==> src/rtl/adder_sequencer.sv <==
// Multi-cycle W-bit adder/subtractor that reuses a single 8-bit adder_block,
// processing one byte per cycle from the least-significant byte upward.

module adder_block (
    input  logic [7:0] a,
    input  logic [7:0] b,
    input  logic       cin,
    output logic [7:0] s,
    output logic       g,
    output logic       p,
    output logic       c7
);
    logic [7:0] p_bit;
    logic [7:0] g_bit;
    logic [7:0] c;
    logic [8:0] gc;

    assign c[0]  = cin;
    assign gc[0] = 1'b0;

    genvar gi;
    generate
        for (gi = 0; gi < 8; gi++) begin : g_bits
            assign p_bit[gi]  = a[gi] ^ b[gi];
            assign g_bit[gi]  = a[gi] & b[gi];
            assign s[gi]      = p_bit[gi] ^ c[gi];
            // Group generate is the carry chain evaluated with a zero carry-in.
            assign gc[gi + 1] = g_bit[gi] | (p_bit[gi] & gc[gi]);
        end
        for (gi = 0; gi < 7; gi++) begin : g_carry
            assign c[gi + 1] = g_bit[gi] | (p_bit[gi] & c[gi]);
        end
    endgenerate

    assign g  = gc[8];
    assign p  = &p_bit;
    assign c7 = c[7];
endmodule

module adder_sequencer #(
    parameter int SLICES = 4
) (
    input  logic                clock,
    input  logic                reset,
    input  logic                start,
    input  logic                sub,
    input  logic [8*SLICES-1:0] a,
    input  logic [8*SLICES-1:0] b,
    output logic [8*SLICES-1:0] result,
    output logic                cout,
    output logic                ovf,
    output logic                busy,
    output logic                done
);
    localparam int W     = 8 * SLICES;
    localparam int IDX_W = (SLICES > 1) ? $clog2(SLICES) : 1;

    localparam logic [1:0] IDLE = 2'd0;
    localparam logic [1:0] RUN  = 2'd1;
    localparam logic [1:0] DONE = 2'd2;

    logic [1:0]       state_q, state_d;
    logic [IDX_W-1:0] idx_q, idx_d;
    logic [W-1:0]     a_q, a_d;
    logic [W-1:0]     b_q, b_d;
    logic             carry_q, carry_d;
    logic [W-1:0]     result_q, result_d;
    logic             cout_q, cout_d;
    logic             ovf_q, ovf_d;

    logic [IDX_W+2:0] bit_base;
    logic [7:0]       slice_s;
    logic             slice_g, slice_p, slice_c7, slice_cout;
    logic             last_slice;

    assign bit_base   = {idx_q, 3'b000};
    assign last_slice = (idx_q == IDX_W'(SLICES - 1));
    assign slice_cout = slice_g | (slice_p & carry_q);

    adder_block u_adder (
        .a   (a_q[bit_base +: 8]),
        .b   (b_q[bit_base +: 8]),
        .cin (carry_q),
        .s   (slice_s),
        .g   (slice_g),
        .p   (slice_p),
        .c7  (slice_c7)
    );

    always_comb begin
        state_d  = state_q;
        idx_d    = idx_q;
        a_d      = a_q;
        b_d      = b_q;
        carry_d  = carry_q;
        result_d = result_q;
        cout_d   = cout_q;
        ovf_d    = ovf_q;
        case (state_q)
            IDLE, DONE: begin
                if (start) begin
                    // Subtraction is a + ~b + 1: invert b here, seed carry with sub.
                    state_d = RUN;
                    idx_d   = '0;
                    a_d     = a;
                    b_d     = b ^ {W{sub}};
                    carry_d = sub;
                end else begin
                    state_d = IDLE;
                end
            end
            RUN: begin
                result_d[bit_base +: 8] = slice_s;
                carry_d                 = slice_cout;
                if (last_slice) begin
                    state_d = DONE;
                    cout_d  = slice_cout;
                    ovf_d   = slice_c7 ^ slice_cout;
                end else begin
                    idx_d = idx_q + 1'b1;
                end
            end
            default: state_d = IDLE;
        endcase
    end

    always_ff @(posedge clock) begin
        if (reset) begin
            state_q  <= IDLE;
            idx_q    <= '0;
            a_q      <= '0;
            b_q      <= '0;
            carry_q  <= 1'b0;
            result_q <= '0;
            cout_q   <= 1'b0;
            ovf_q    <= 1'b0;
        end else begin
            state_q  <= state_d;
            idx_q    <= idx_d;
            a_q      <= a_d;
            b_q      <= b_d;
            carry_q  <= carry_d;
            result_q <= result_d;
            cout_q   <= cout_d;
            ovf_q    <= ovf_d;
        end
    end

    assign result = result_q;
    assign cout   = cout_q;
    assign ovf    = ovf_q;
    assign busy   = (state_q == RUN);
    assign done   = (state_q == DONE);
endmodule

==> config.mk <==
export PLATFORM = sky130hd
export DESIGN_NAME = adder_sequencer
export DESIGN_NICKNAME = d
export VERILOG_FILES = /design/src/rtl/adder_sequencer.sv
export SDC_FILE = /design/constraint.sdc
export NUM_CORES = 1
export LEC_CHECK = 0
export ABC_AREA = 0
export BUFFER_PORTS_ARGS = -buffer_cell sky130_fd_sc_hd__buf_2
export CORE_ASPECT_RATIO = 1.4
export CORE_MARGIN = 1.5
export CORE_UTILIZATION = 41
export CTS_CLUSTER_DIAMETER = 150
export DETAILED_ROUTE_END_ITERATION = 6
export PLACE_DENSITY_LB_ADDON = 0.08
export SLEW_MARGIN = 20
export SYNTH_ARGS = -nofsm -noshare
export SYNTH_HDL_FRONTEND = slang
export SYNTH_SLANG_ARGS = --single-unit
==> constraint.sdc <==
create_clock -name clock -period 7.5 [get_ports clock]
set_input_delay 1.5 -clock clock [delete_from_list [all_inputs] [get_ports clock]]
set_output_delay 1.5 -clock clock [all_outputs]
set_load 0.01 [all_outputs]
==> parameters.txt, run 1 <==
Parameter                              Value

CTS
  Count of buffers added by post-CTS timing repair for setup    0
  Maximum number of buffers from clock root to sink    2
  Hold buffer count at cts    0
  Clock latency on the worst-skew pair    0.34 ns
  CTS tree    yes
  Clock-pin slew on the worst setup and hold paths    0.06 ns
  CTS Root Buffer Type    sky130_fd_sc_hd__clkbuf_16
  Level count of the clock H-tree    3
  Sink count of the clock tree    a little over 100
  Number of clock buffers inserted by TritonCTS    9
  Post-cts repair resize count    0

Synth
  Most frequent cell after synthesis    sky130_fd_sc_hd__dfxtp_1
  Mean instance size in the synthesized netlist    roughly 9 µm²
  Post-synth design cell area    between 4000 and 5000 µm²
  Post-synthesis xor/xnor area fraction    under 10%
  Simple logic cell fraction of the synthesized area    roughly 16%
  Leading area contributor after synthesis    sky130_fd_sc_hd__dfxtp_1
  Netlist cell types    30
  Total nets after synthesis    approximately 600
  Synth Warn #    0
  Proportion of synthesized chip area in sequential cells    44.0%
  Synth Register Bits    103
  Leading post-synthesis cells by cell area    sky130_fd_sc_hd__dfxtp_1 (44%), sky130_fd_sc_hd__mux4_2 (7.7%), sky130_fd_sc_hd__nor2_1 (7.3%), sky130_fd_sc_hd__xnor2_1 (6.4%), sky130_fd_sc_hd__a21oi_1 (5.9%)
  Combinational family with the most area after synthesis    simple AND/OR/NAND/NOR gates
  Number of enable-type register cells in the synthesized netlist    0
  Leading post-synthesis cells by instance count    sky130_fd_sc_hd__dfxtp_1 (103), sky130_fd_sc_hd__nor2_1 (91), sky130_fd_sc_hd__nand2_1 (69), sky130_fd_sc_hd__a21oi_1 (55), sky130_fd_sc_hd__a211oi_1 (35)
  Predominant post-synthesis flop cell    sky130_fd_sc_hd__dfxtp_1
  Multiplexer share of the synthesized area    between 7 and 8%
  Post-Synth Adder-Cell Area    ~6.7%
  Synthesized instance count    520
  Post-synthesis async set-or-reset flop share    0%
  Share of Yosys cell area claimed by the top area cell type    44.0%
  Fraction of the mapped netlist area in compound gates    14.8%

Drt
  Final routed DRC violation total    0
  Final routed wire length divided by cell count    roughly 15 µm
  Via density per instance    around 4.9
  DR pass1 iterations    4
  Total wire length after detailed routing    between 10,000 and 15,000 µm
  Remaining number of nets flagged by the antenna check after routing    0
  Iteration-0 DRC count of the detailed router    about 150
  Routed vias    around 3,700

Power
  Sum of internal, switching and leakage power    ~0.0012 W
  Static leakage    2.26 nW
  Power density over the cells    222 nW/µm²
  Worst vdd rail ir drop    about 0.13 mV

Global routing
  Largest net degree at the start of global routing    104
  Global-route wire length before repair    18,000 µm
  Antenna violations before repair    0
  GR met1 Demand/Resource    a little under a quarter
  Global routing usage on met3    around 3.3%
  Most Crowded Layer GR    met2
  Total overflow reported by the global router    0
  Via count of the first global-routing pass    3,672
  All-Layer GR Usage    around 19%
  Met2 GRT Util    34.3%

Setup path
  Library cell contributing the largest single delay on the critical path    sky130_fd_sc_hd__dfxtp_1
  Type of the setup path with the least slack    register to register
  CP most frequent cell    sky130_fd_sc_hd__fa_1
  R2R Setup Slk    2.85 ns
  CP Max Fanout    21
  Worst reg2reg startpoint    idx_q[1]
  Crit path cell chain    mux4_2 > fa_1 > inv_1 > fa_1 > fa_1 > fa_1 > fa_1 > fa_1 > fa_1 > xnor2_1 > a22oi_1 > nor2_1
  Endpoint kind of the worst setup timing path    register
  R2R Path End    result[15]
  CP delay by family, top    adder cells
  Number of buffer and inverter instances along the worst setup path    1
  Required time reported for the critical path endpoint    approximately 7.8 ns
  Kind of start point of the critical path    register
  Crit-path max cell delay    just over 0.9 ns
  R2R depth    12
  Worst path arrival time    4.92 ns

Finish
  Number of cells in the finished layout apart from fillers    ~750
  Area growth from synthesis to layout    18.2%
  Final-stage net count    around 700
  Share of final-layout standard cells stronger than drive strength 1    between 20% and 30%
  Total inserted antenna cells    0
  Filler cells    ~1,100

Placement
  RePlAce Congestion    between 0.8 and 0.9
  Number of cells in the design after placement    735
  Pre-CTS setup slack    approximately 2.8 ns
  Post-detailed-placement half-perimeter wirelength    8140 µm
  Quantity of I/O buffers inserted on ports    103

Timing
  Final clock period utilization by the worst path    62.0%
  Maximum clock frequency    215 MHz
  Slew Limit Headroom    between 20% and 30%
  Setup-failing EPs final    0
  Minimum period implied by the final worst setup slack    between 4 and 5 ns
  Final Worst Setup Slack    2.85 ns
  Total Negative Setup Slacks    0 ns
  Setup repair after global routing missed its margin    false
  Max-slew violation count    0
  Worst-case clock skew    0.00544 ns
  Worst Max-Slew Pin Slew    1.10 ns
  Final Hold Vio Count    0

Die
  DIE HEIGHT    between 100 and 150 µm
  Die ar.    ~12,000 µm²
  Initial core utilization    41.8%
  Die Width    93.4 µm
  Top-level I/O count    around 100
  Placeable Area    11,200 µm²
  Row cnt    46

Hold path
  Hold path depth    2
  End point of the worst hold path    a_q[1]
  Worst min-delay path category    register to register
  Critical hold path startpoint    a_q[1]

Status
  Outcome    completed

Flow run
  Max-cap violations    0
[power breakdown]
| part | internal (W) | switching (W) | total, W |
|---|---|---|---|
| combinational | 0.0000878 | 0.000113 | 0.000201 |
| clock | 0.000242 | 0.000192 | 0.000434 |
| sequential | 0.000577 | 0.0000190 | 0.000596 |
[cells by family (layout without fill, tap and decap cells)]
logic type      after synthesis  after routing
compound gates              111            111
xor+xnor                     34             34
fa+ha+maj                    21             21
buf+inv                      56            143
flops                       103            103
mux                          16             16
simple gates                179            179
[through the flow]
step	area [µm²]	util [%]	hold slack, ns
6_report	5540	49.4	0.456
5_1_grt	5540	49.4	0.473
4_1_cts	5540	49.4	0.458
3_5_place_dp	5260	46.9	0.449
3_3_place_gp	5260	46.9	0.443
2_1_floorplan	4690	-	0.433
[sequential cells by signal, summed over array words and instances, names as in the netlist]
register  count
a_q          32
b_q          32
carry_q       1
cout          1
idx_q         2
ovf           1
result       32
state_q       2
[per-layer routing]
metal	vias to the layer above	part of all wire, %
li1	1930	-
met1	1702	44
met2	65	51
met3	13	2.8
met4	0	2.2
met5	-	0
[area by class of cell]
type	count	area [µm²]	area share, %
Multi-Input combinational cell	361	2400	43.3
Clock buffer	13	260	4.70
Sequential cell	103	2060	37.2
Tap cell	144	180	3.25
Clock inverter	3	17.5	0.316
Inverter	20	75.1	1.36
Timing Repair Buffer	107	546	9.85
[how the worst max path moves through the flow]
stage | start | to | slack [ns] | cells past startpoint
2_1_floorplan | idx_q[1] | result[7] | 3.35 | 14
3_3_place_gp | idx_q[0] | result[31] | 3.00 | 13
3_5_place_dp | idx_q[1] | result[15] | 2.83 | 12
4_1_cts | idx_q[1] | result[15] | 2.82 | 12
5_1_grt | idx_q[0] | result[15] | 2.57 | 13
6_report | idx_q[1] | result[15] | 2.85 | 12
[layout by cell type (no fill, tap or decap), drive strengths merged]
cell      instances
o31ai             1
a22oi             9
a211oi           35
inv              20
nor3              4
dfxtp           103
and2b             2
nand3             1
o21ai             4
clkinvlp          1
fa                7
a2bb2oi           6
ha               14
a32oi             1
clkbuf           13
and4              1
a21oi            55
buf             107
nand4             4
nor2             91
nand2b            3
nand2            70
nor2b             2
or3               1
clkinv            2
xnor2            34
mux4             16
[worst reg2reg max path, stage by stage (launching register included)]
cell and delay, ns:
sky130_fd_sc_hd__dfxtp_1 0.93, sky130_fd_sc_hd__mux4_2 0.41, sky130_fd_sc_hd__fa_1 0.18, sky130_fd_sc_hd__inv_1 0.05
sky130_fd_sc_hd__fa_1 0.40, sky130_fd_sc_hd__fa_1 0.41, sky130_fd_sc_hd__fa_1 0.40, sky130_fd_sc_hd__fa_1 0.40
sky130_fd_sc_hd__fa_1 0.39, sky130_fd_sc_hd__fa_1 0.43, sky130_fd_sc_hd__xnor2_1 0.36, sky130_fd_sc_hd__a22oi_1 0.12
sky130_fd_sc_hd__nor2_1 0.11
(Power assumes the default switching activity.)
==> run 2: changes to the inputs <==
clock period = 4.2 ns   (was 7.5 ns; I/O delays follow)
==> parameters.txt, run 2 (same netlist as run 1, synthesis figures left out) <==
Parameter                              Value

Global routing
  Global-route wire length before repair    roughly 18,000 µm
  Antenna violations before repair    0
  Via count of the first global-routing pass    roughly 3,500
  Total overflow reported by the global router    0
  Largest net degree at the start of global routing    60
  All-Layer GR Usage    a little under a fifth

Timing
  Slew Limit Headroom    40.9%
  Worst Max-Slew Pin Slew    a little under 0.9 ns
  Minimum period implied by the final worst setup slack    3.99 ns
  Total Negative Setup Slacks    0 ns
  Worst-case clock skew    0.00657 ns
  Setup repair after global routing missed its margin    false
  Final Hold Vio Count    0
  Maximum clock frequency    251 MHz
  Final clock period utilization by the worst path    a little over nine tenths
  Setup-failing EPs final    0
  Max-slew violation count    0

Placement
  Post-detailed-placement half-perimeter wirelength    ~8300 µm
  Quantity of I/O buffers inserted on ports    approximately 100
  RePlAce Congestion    roughly 0.83

Drt
  Routed vias    roughly 3,800
  Total wire length after detailed routing    between 10,000 and 15,000 µm
  Final routed wire length divided by cell count    ~15 µm
  Via density per instance    5.03
  Final routed DRC violation total    0
  Remaining number of nets flagged by the antenna check after routing    0
  Iteration-0 DRC count of the detailed router    between 150 and 200
  DR pass1 iterations    7

Setup path
  Endpoint kind of the worst setup timing path    register
  CP delay by family, top    adder cells
  Crit-path max cell delay    about 0.45 ns
  Library cell contributing the largest single delay on the critical path    sky130_fd_sc_hd__fa_1
  Kind of start point of the critical path    register
  Worst path arrival time    roughly 4.2 ns
  Type of the setup path with the least slack    register to register
  Crit path cell chain    mux4_2 > fa_1 > inv_1 > fa_1 > fa_1 > fa_1 > fa_1 > fa_1 > fa_1 > xnor2_2 > a22oi_1 > nor2_1
  Required time reported for the critical path endpoint    roughly 4.4 ns
  CP most frequent cell    sky130_fd_sc_hd__fa_1
  CP Max Fanout    7
  Number of buffer and inverter instances along the worst setup path    1

Power
  Power density over the cells    402 nW/µm²
  P_sw    between 0.0005 and 0.0006 W
  Combinational Power Share    16.4%
  Static leakage    approximately 2.3 nW
  Part of the power in the clock network    a little over a third
  Seq pwr share    a little under half
  Switching part of the total power    between 20% and 30%
  Total internal power    approximately 0.0017 W
  Worst vdd rail ir drop    0.196 mV
  Sum of internal, switching and leakage power    0.00226 W

Hold path
  Worst min-delay path category    register to register

Finish
  Share of the core filled with cells in the final layout    between 40% and 50%
  Area growth from synthesis to layout    19.7%
  Filler cells    1,121
  Total inserted antenna cells    0
  Final-stage net count    696
  Most frequent cells in the layout    sky130_fd_sc_hd__dfxtp_1 (102), sky130_fd_sc_hd__buf_2 (102), sky130_fd_sc_hd__nor2_1 (91), sky130_fd_sc_hd__nand2_1 (69), sky130_fd_sc_hd__a21oi_1 (55)
  Share of final-layout standard cells stronger than drive strength 1    a little under a quarter

CTS
  Sink count of the clock tree    between 100 and 150
  Hold buffer count at cts    0
  CTS Root Buffer Type    sky130_fd_sc_hd__clkbuf_16
  Clock-pin slew on the worst setup and hold paths    0.06 ns
  Level count of the clock H-tree    3
  Number of clock buffers inserted by TritonCTS    9
  CTS tree    yes
  Clock latency on the worst-skew pair    ~0.34 ns
  Maximum number of buffers from clock root to sink    2
  Count of buffers added by post-CTS timing repair for setup    0

Die
  Initial core utilization    a little over two fifths
  Top-level I/O count    104
  Placeable Area    around 11,000 µm²
  Die ar.    around 12,000 µm²
  Row cnt    46
  Die Width    between 90 and 100 µm
  DIE HEIGHT    roughly 130 µm

Flow run
  Max-cap violations    0

Status
  Outcome    completed
run 2: metal layers:
layer | wire [µm] | global-route usage, % | share of wire (%) | vias up
met3 | 443 | 3.05 | 4.0 | 15
met2 | 5650 | 33.0 | 51 | 87
met5 | 0 | 0 | 0 | -
met4 | 176 | 7.49 | 1.6 | 0
met1 | 4810 | 23.5 | 43 | 1740
li1 | - | - | - | 1944
run 2: repair_timing:
action / CTS / global route
endpoints found under the hold margin: 0 / 0
resized for setup: 0 / 2
setup endpoints to repair: 0 / 8
run 2: path summary, 6_finish.rpt:
kind,startpoint,to,slack [ns],cells past startpoint
max,idx_q[0],result[7],0.21,12
min,a_q[24],a_q[24],0.45,2
max reg2reg,idx_q[0],result[7],0.21,12
min reg2reg,a_q[24],a_q[24],0.45,2
run 2: power by group through the flow:
stage,clock [W],combinational (W),sequential [W]
3_5_place_dp,0,0.000372,0.00109
5_1_grt,0.000889,0.000412,0.00107
2_1_floorplan,0,0.000255,0.00108
4_1_cts,0.000844,0.000373,0.00106
6_report,0.000824,0.000369,0.00106
3_3_place_gp,0,0.000367,0.00108
run 2: worst register-to-register path, stage by stage, from the launching register on:
cell and delay (ns):
sky130_fd_sc_hd__dfxtp_2 0.38, sky130_fd_sc_hd__mux4_2 0.38, sky130_fd_sc_hd__fa_1 0.17, sky130_fd_sc_hd__inv_1 0.05
sky130_fd_sc_hd__fa_1 0.40, sky130_fd_sc_hd__fa_1 0.41, sky130_fd_sc_hd__fa_1 0.40, sky130_fd_sc_hd__fa_1 0.39
sky130_fd_sc_hd__fa_1 0.39, sky130_fd_sc_hd__fa_1 0.45, sky130_fd_sc_hd__xnor2_2 0.19, sky130_fd_sc_hd__a22oi_1 0.19
sky130_fd_sc_hd__nor2_1 0.05
run 2: through the flow:
step / worst slack [ns] / std cells / instance area (µm²) / hold WS (ns)
global route: 0.0298 / 753 / 5610 / 0.474
floorplan: 0.0477 / 520 / 4690 / 0.433
CTS: 0.0108 / 753 / 5600 / 0.456
detailed placement: 0.0418 / 740 / 5310 / 0.447
global placement: 0.181 / 740 / 5310 / 0.443
finish: 0.210 / 753 / 5610 / 0.451
run 2: area by class of cell:
| cell class | count | area [µm²] | share of cell area (%) |
|---|---|---|---|
| timing repair buffer | 112 | 598 | 10.7 |
| tap | 144 | 180 | 3.21 |
| multi-input combinational | 361 | 2410 | 42.9 |
| inverter | 20 | 75.1 | 1.34 |
| clock buffer | 12 | 256 | 4.57 |
| clock inverter | 1 | 30.0 | 0.535 |
| sequential | 103 | 2060 | 36.8 |
==> run 3: changes to the inputs <==
--- a/config.mk
+++ b/config.mk
@@ -18,2 +18,3 @@
 export SYNTH_HDL_FRONTEND = slang
+export SYNTH_HIERARCHICAL = 1
 export SYNTH_SLANG_ARGS = --single-unit
--- a/constraint.sdc
+++ b/constraint.sdc
@@ -3,2 +3,2 @@
 set_output_delay 0.84 -clock clock [all_outputs]
-set_load 0.01 [all_outputs]
+set_load 0.1 [all_outputs]
==> parameters.txt, run 3 <==
Parameter                              Value

Global routing
  Global-route wire length before repair    18,400 µm
  Total overflow reported by the global router    0
  All-Layer GR Usage    about a fifth
  Antenna violations before repair    0
  Via count of the first global-routing pass    between 3,000 and 4,000
  Largest net degree at the start of global routing    65

Timing
  Slew Limit Headroom    around two fifths
  Maximum clock frequency    approximately 250 MHz
  Minimum period implied by the final worst setup slack    3.94 ns
  Setup repair after global routing missed its margin    false
  Total Negative Setup Slacks    0 ns
  Worst-case clock skew    about 0.0078 ns
  Worst Max-Slew Pin Slew    between 0.8 and 0.9 ns
  Worst-case hold slack    0.446 ns
  Final clock period utilization by the worst path    a little over nine tenths
  Max-slew violation count    0
  Setup-failing EPs final    0
  Final Hold Vio Count    0

Setup path
  Type of the setup path with the least slack    register to register
  Kind of start point of the critical path    register
  Library cell contributing the largest single delay on the critical path    sky130_fd_sc_hd__mux4_2
  Worst reg2reg startpoint    idx_q[0]
  Worst setup path end    result[22]
  Crit path cell chain    mux4_2 > inv_1 > fa_1 > inv_1 > fa_1 > fa_2 > fa_2 > fa_2 > fa_1 > inv_1 > fa_1 > inv_2 > nand3_1 > a21oi_2
  CP Max Fanout    5
  Worst path depth    14
  R2R depth    14
  R2R Setup Slk    0.26 ns
  R2R Path End    result[22]
  Worst path arrival time    between 4 and 5 ns
  CP delay by family, top    adder cells
  Critical path launch point    idx_q[0]
  Endpoint kind of the worst setup timing path    register
  Required time reported for the critical path endpoint    between 4 and 5 ns
  Crit-path max cell delay    between 0.5 and 0.6 ns
  CP most frequent cell    sky130_fd_sc_hd__fa_1
  Number of buffer and inverter instances along the worst setup path    4

CTS
  CTS Root Buffer Type    sky130_fd_sc_hd__clkbuf_16
  Sink count of the clock tree    103
  Clock latency on the worst-skew pair    between 0.3 and 0.4 ns
  Number of clock buffers inserted by TritonCTS    9
  CTS tree    yes
  Clock-pin slew on the worst setup and hold paths    approximately 0.07 ns
  Level count of the clock H-tree    3
  Maximum number of buffers from clock root to sink    2

Synth
  Post-synth design cell area    4760 µm²
  Most frequent cell after synthesis    sky130_fd_sc_hd__dfxtp_1
  Leading post-synthesis cells by instance count    sky130_fd_sc_hd__dfxtp_1 (103), sky130_fd_sc_hd__nand2_1 (82), sky130_fd_sc_hd__a21oi_1 (47), sky130_fd_sc_hd__nor2_1 (40)
  Number of enable-type register cells in the synthesized netlist    0
  Synthesized instance count    approximately 500
  Synth Warn #    6
  Post-synthesis async set-or-reset flop share    0%
  Mean instance size in the synthesized netlist    about 9.5 µm²
  Leading post-synthesis cells by cell area    sky130_fd_sc_hd__dfxtp_1 (43%), sky130_fd_sc_hd__mux4_2 (7.6%), sky130_fd_sc_hd__nand2_1 (6.5%), sky130_fd_sc_hd__xnor2_1 (6.1%), sky130_fd_sc_hd__a211oi_1 (5.2%)
  Leading area contributor after synthesis    sky130_fd_sc_hd__dfxtp_1
  Proportion of synthesized chip area in sequential cells    a little over two fifths
  Share of Yosys cell area claimed by the top area cell type    between 40% and 50%
  Total nets after synthesis    between 500 and 600
  Predominant post-synthesis flop cell    sky130_fd_sc_hd__dfxtp_1
  Netlist cell types    42
  Synth Register Bits    103

Finish
  Final-stage net count    around 680
  Most frequent cells in the layout    sky130_fd_sc_hd__buf_2 (103), sky130_fd_sc_hd__dfxtp_1 (102), sky130_fd_sc_hd__nand2_1 (82), sky130_fd_sc_hd__a21oi_1 (46), sky130_fd_sc_hd__nor2_1 (40)
  Most common cell after layout, fill and taps aside    sky130_fd_sc_hd__buf_2
  Area growth from synthesis to layout    20.0%
  Total inserted antenna cells    0
  Final design instance area without fill    between 5000 and 6000 µm²
  Share of final-layout standard cells stronger than drive strength 1    roughly a quarter

Power
  Power density over the cells    about 420 nW/µm²
  Worst vdd rail ir drop    about 0.19 mV
  Static leakage    roughly 2.3 nW

Drt
  Via density per instance    between 5 and 6
  Final routed DRC violation total    0
  Final routed wire length divided by cell count    approximately 16 µm
  Remaining number of nets flagged by the antenna check after routing    0
  Routed vias    approximately 3,800
  Total wire length after detailed routing    around 11,000 µm
  Iteration-0 DRC count of the detailed router    ~180
  DR pass1 iterations    4

Die
  Row cnt    46
  Top-level I/O count    between 100 and 150
  DIE HEIGHT    between 100 and 150 µm
  Die Width    around 94 µm
  Placeable Area    roughly 11,000 µm²
  Initial core utilization    42.0%
  Die ar.    12,300 µm²

Placement
  Post-Place Cell Area    ~5400 µm²
  RePlAce Congestion    between 0.8 and 0.9
  Post-detailed-placement half-perimeter wirelength    ~8400 µm
  Quantity of I/O buffers inserted on ports    approximately 100

Flow run
  Max-cap violations    0

Status
  Outcome    completed

Hold path
  Worst min-delay path category    register to register
==> run 3: changes by cell type in the layout (fill, tap and decap cells not counted), sizes merged, moves of 8 or more <==
cell   previous run  this run
a21oi            55        47
a22oi             9         0
a32o              0         8
nand2            70        82
nand3             1        17
nor2             91        40
==> run 3: stage by stage <==
stage                     total power (W)  instances  setup slack (ns)  util, %
after global routing              0.00249        736            0.0414     50.4
after detailed placement          0.00151        718           -0.0513     47.2
final                             0.00239        736             0.260     50.4
after global placement            0.00150        718            0.0775     47.2
after floorplan                   0.00138        502            0.0205        -
after CTS                         0.00241        734            0.0220     50.1
==> run 3: what timing repair did <==
item / 4_1_cts / 5_1_grt
resized for setup: 1 / 6
endpoints found under the setup margin: 2 / 8
gates cloned: 0 / 0
hold buffers: 0 / 0
buffers inserted: 0 / 2
==> run 3: worst min-delay path by stage <==
stage	from	endpoint	cells after the start
after CTS	result[9]	result[9]	2
after floorplan	a_q[16]	a_q[16]	2
after detailed placement	result[9]	result[9]	2
final	result[9]	result[9]	2
after global routing	result[25]	result[25]	2
after global placement	result[20]	result[20]	2
==> run 3: cells by family after synthesis <==
group / after synthesis / synth area share [%]
xor gates and xnor gates: 33 / 6.07
DFF: 103 / 43.3
muxes: 17 / 7.81
and+or+nand+nor: 166 / 16.4
buffers and inverters: 53 / 4.89
AOI/OAI and AO/OA: 110 / 15.1
adders and majority gates: 20 / 6.36
==> run 3: final cells by class <==
cell class,count,area [µm²]
fillers,1099,5630
inverters,14,52.6
repair buffers,113,603
well taps,144,180
clock inverters,5,81.3
multi-input cells,346,2480
clock buffers,11,243
flip-flops and latches,103,2070
==> run 3: worst reg2reg max path: cells and delay by family, from the launching register on <==
kind / cells / cell delay, ns
adder cells (fa/ha/maj): 7 / 2.46
buffers and inverters: 4 / 0.31
multiplexers: 1 / 0.52
flip-flops: 1 / 0.38
AND/OR/NAND/NOR: 1 / 0.08
AO/OA/AOI/OAI: 1 / 0.14
==> run 3: report_power, final <==
| part | internal [W] | switching, W |
|---|---|---|
| sequential | 0.00103 | 0.0000336 |
| combinational | 0.000167 | 0.000254 |
| clock | 0.000539 | 0.000363 |
==> run 3: routing by layer <==
layer	track usage, %	vias up	share of wire [%]
met5	0	-	0
met4	6.94	0	1.6
met3	3.47	12	4.0
met2	33.7	91	50
met1	24.4	1770	44
li1	-	1923	-
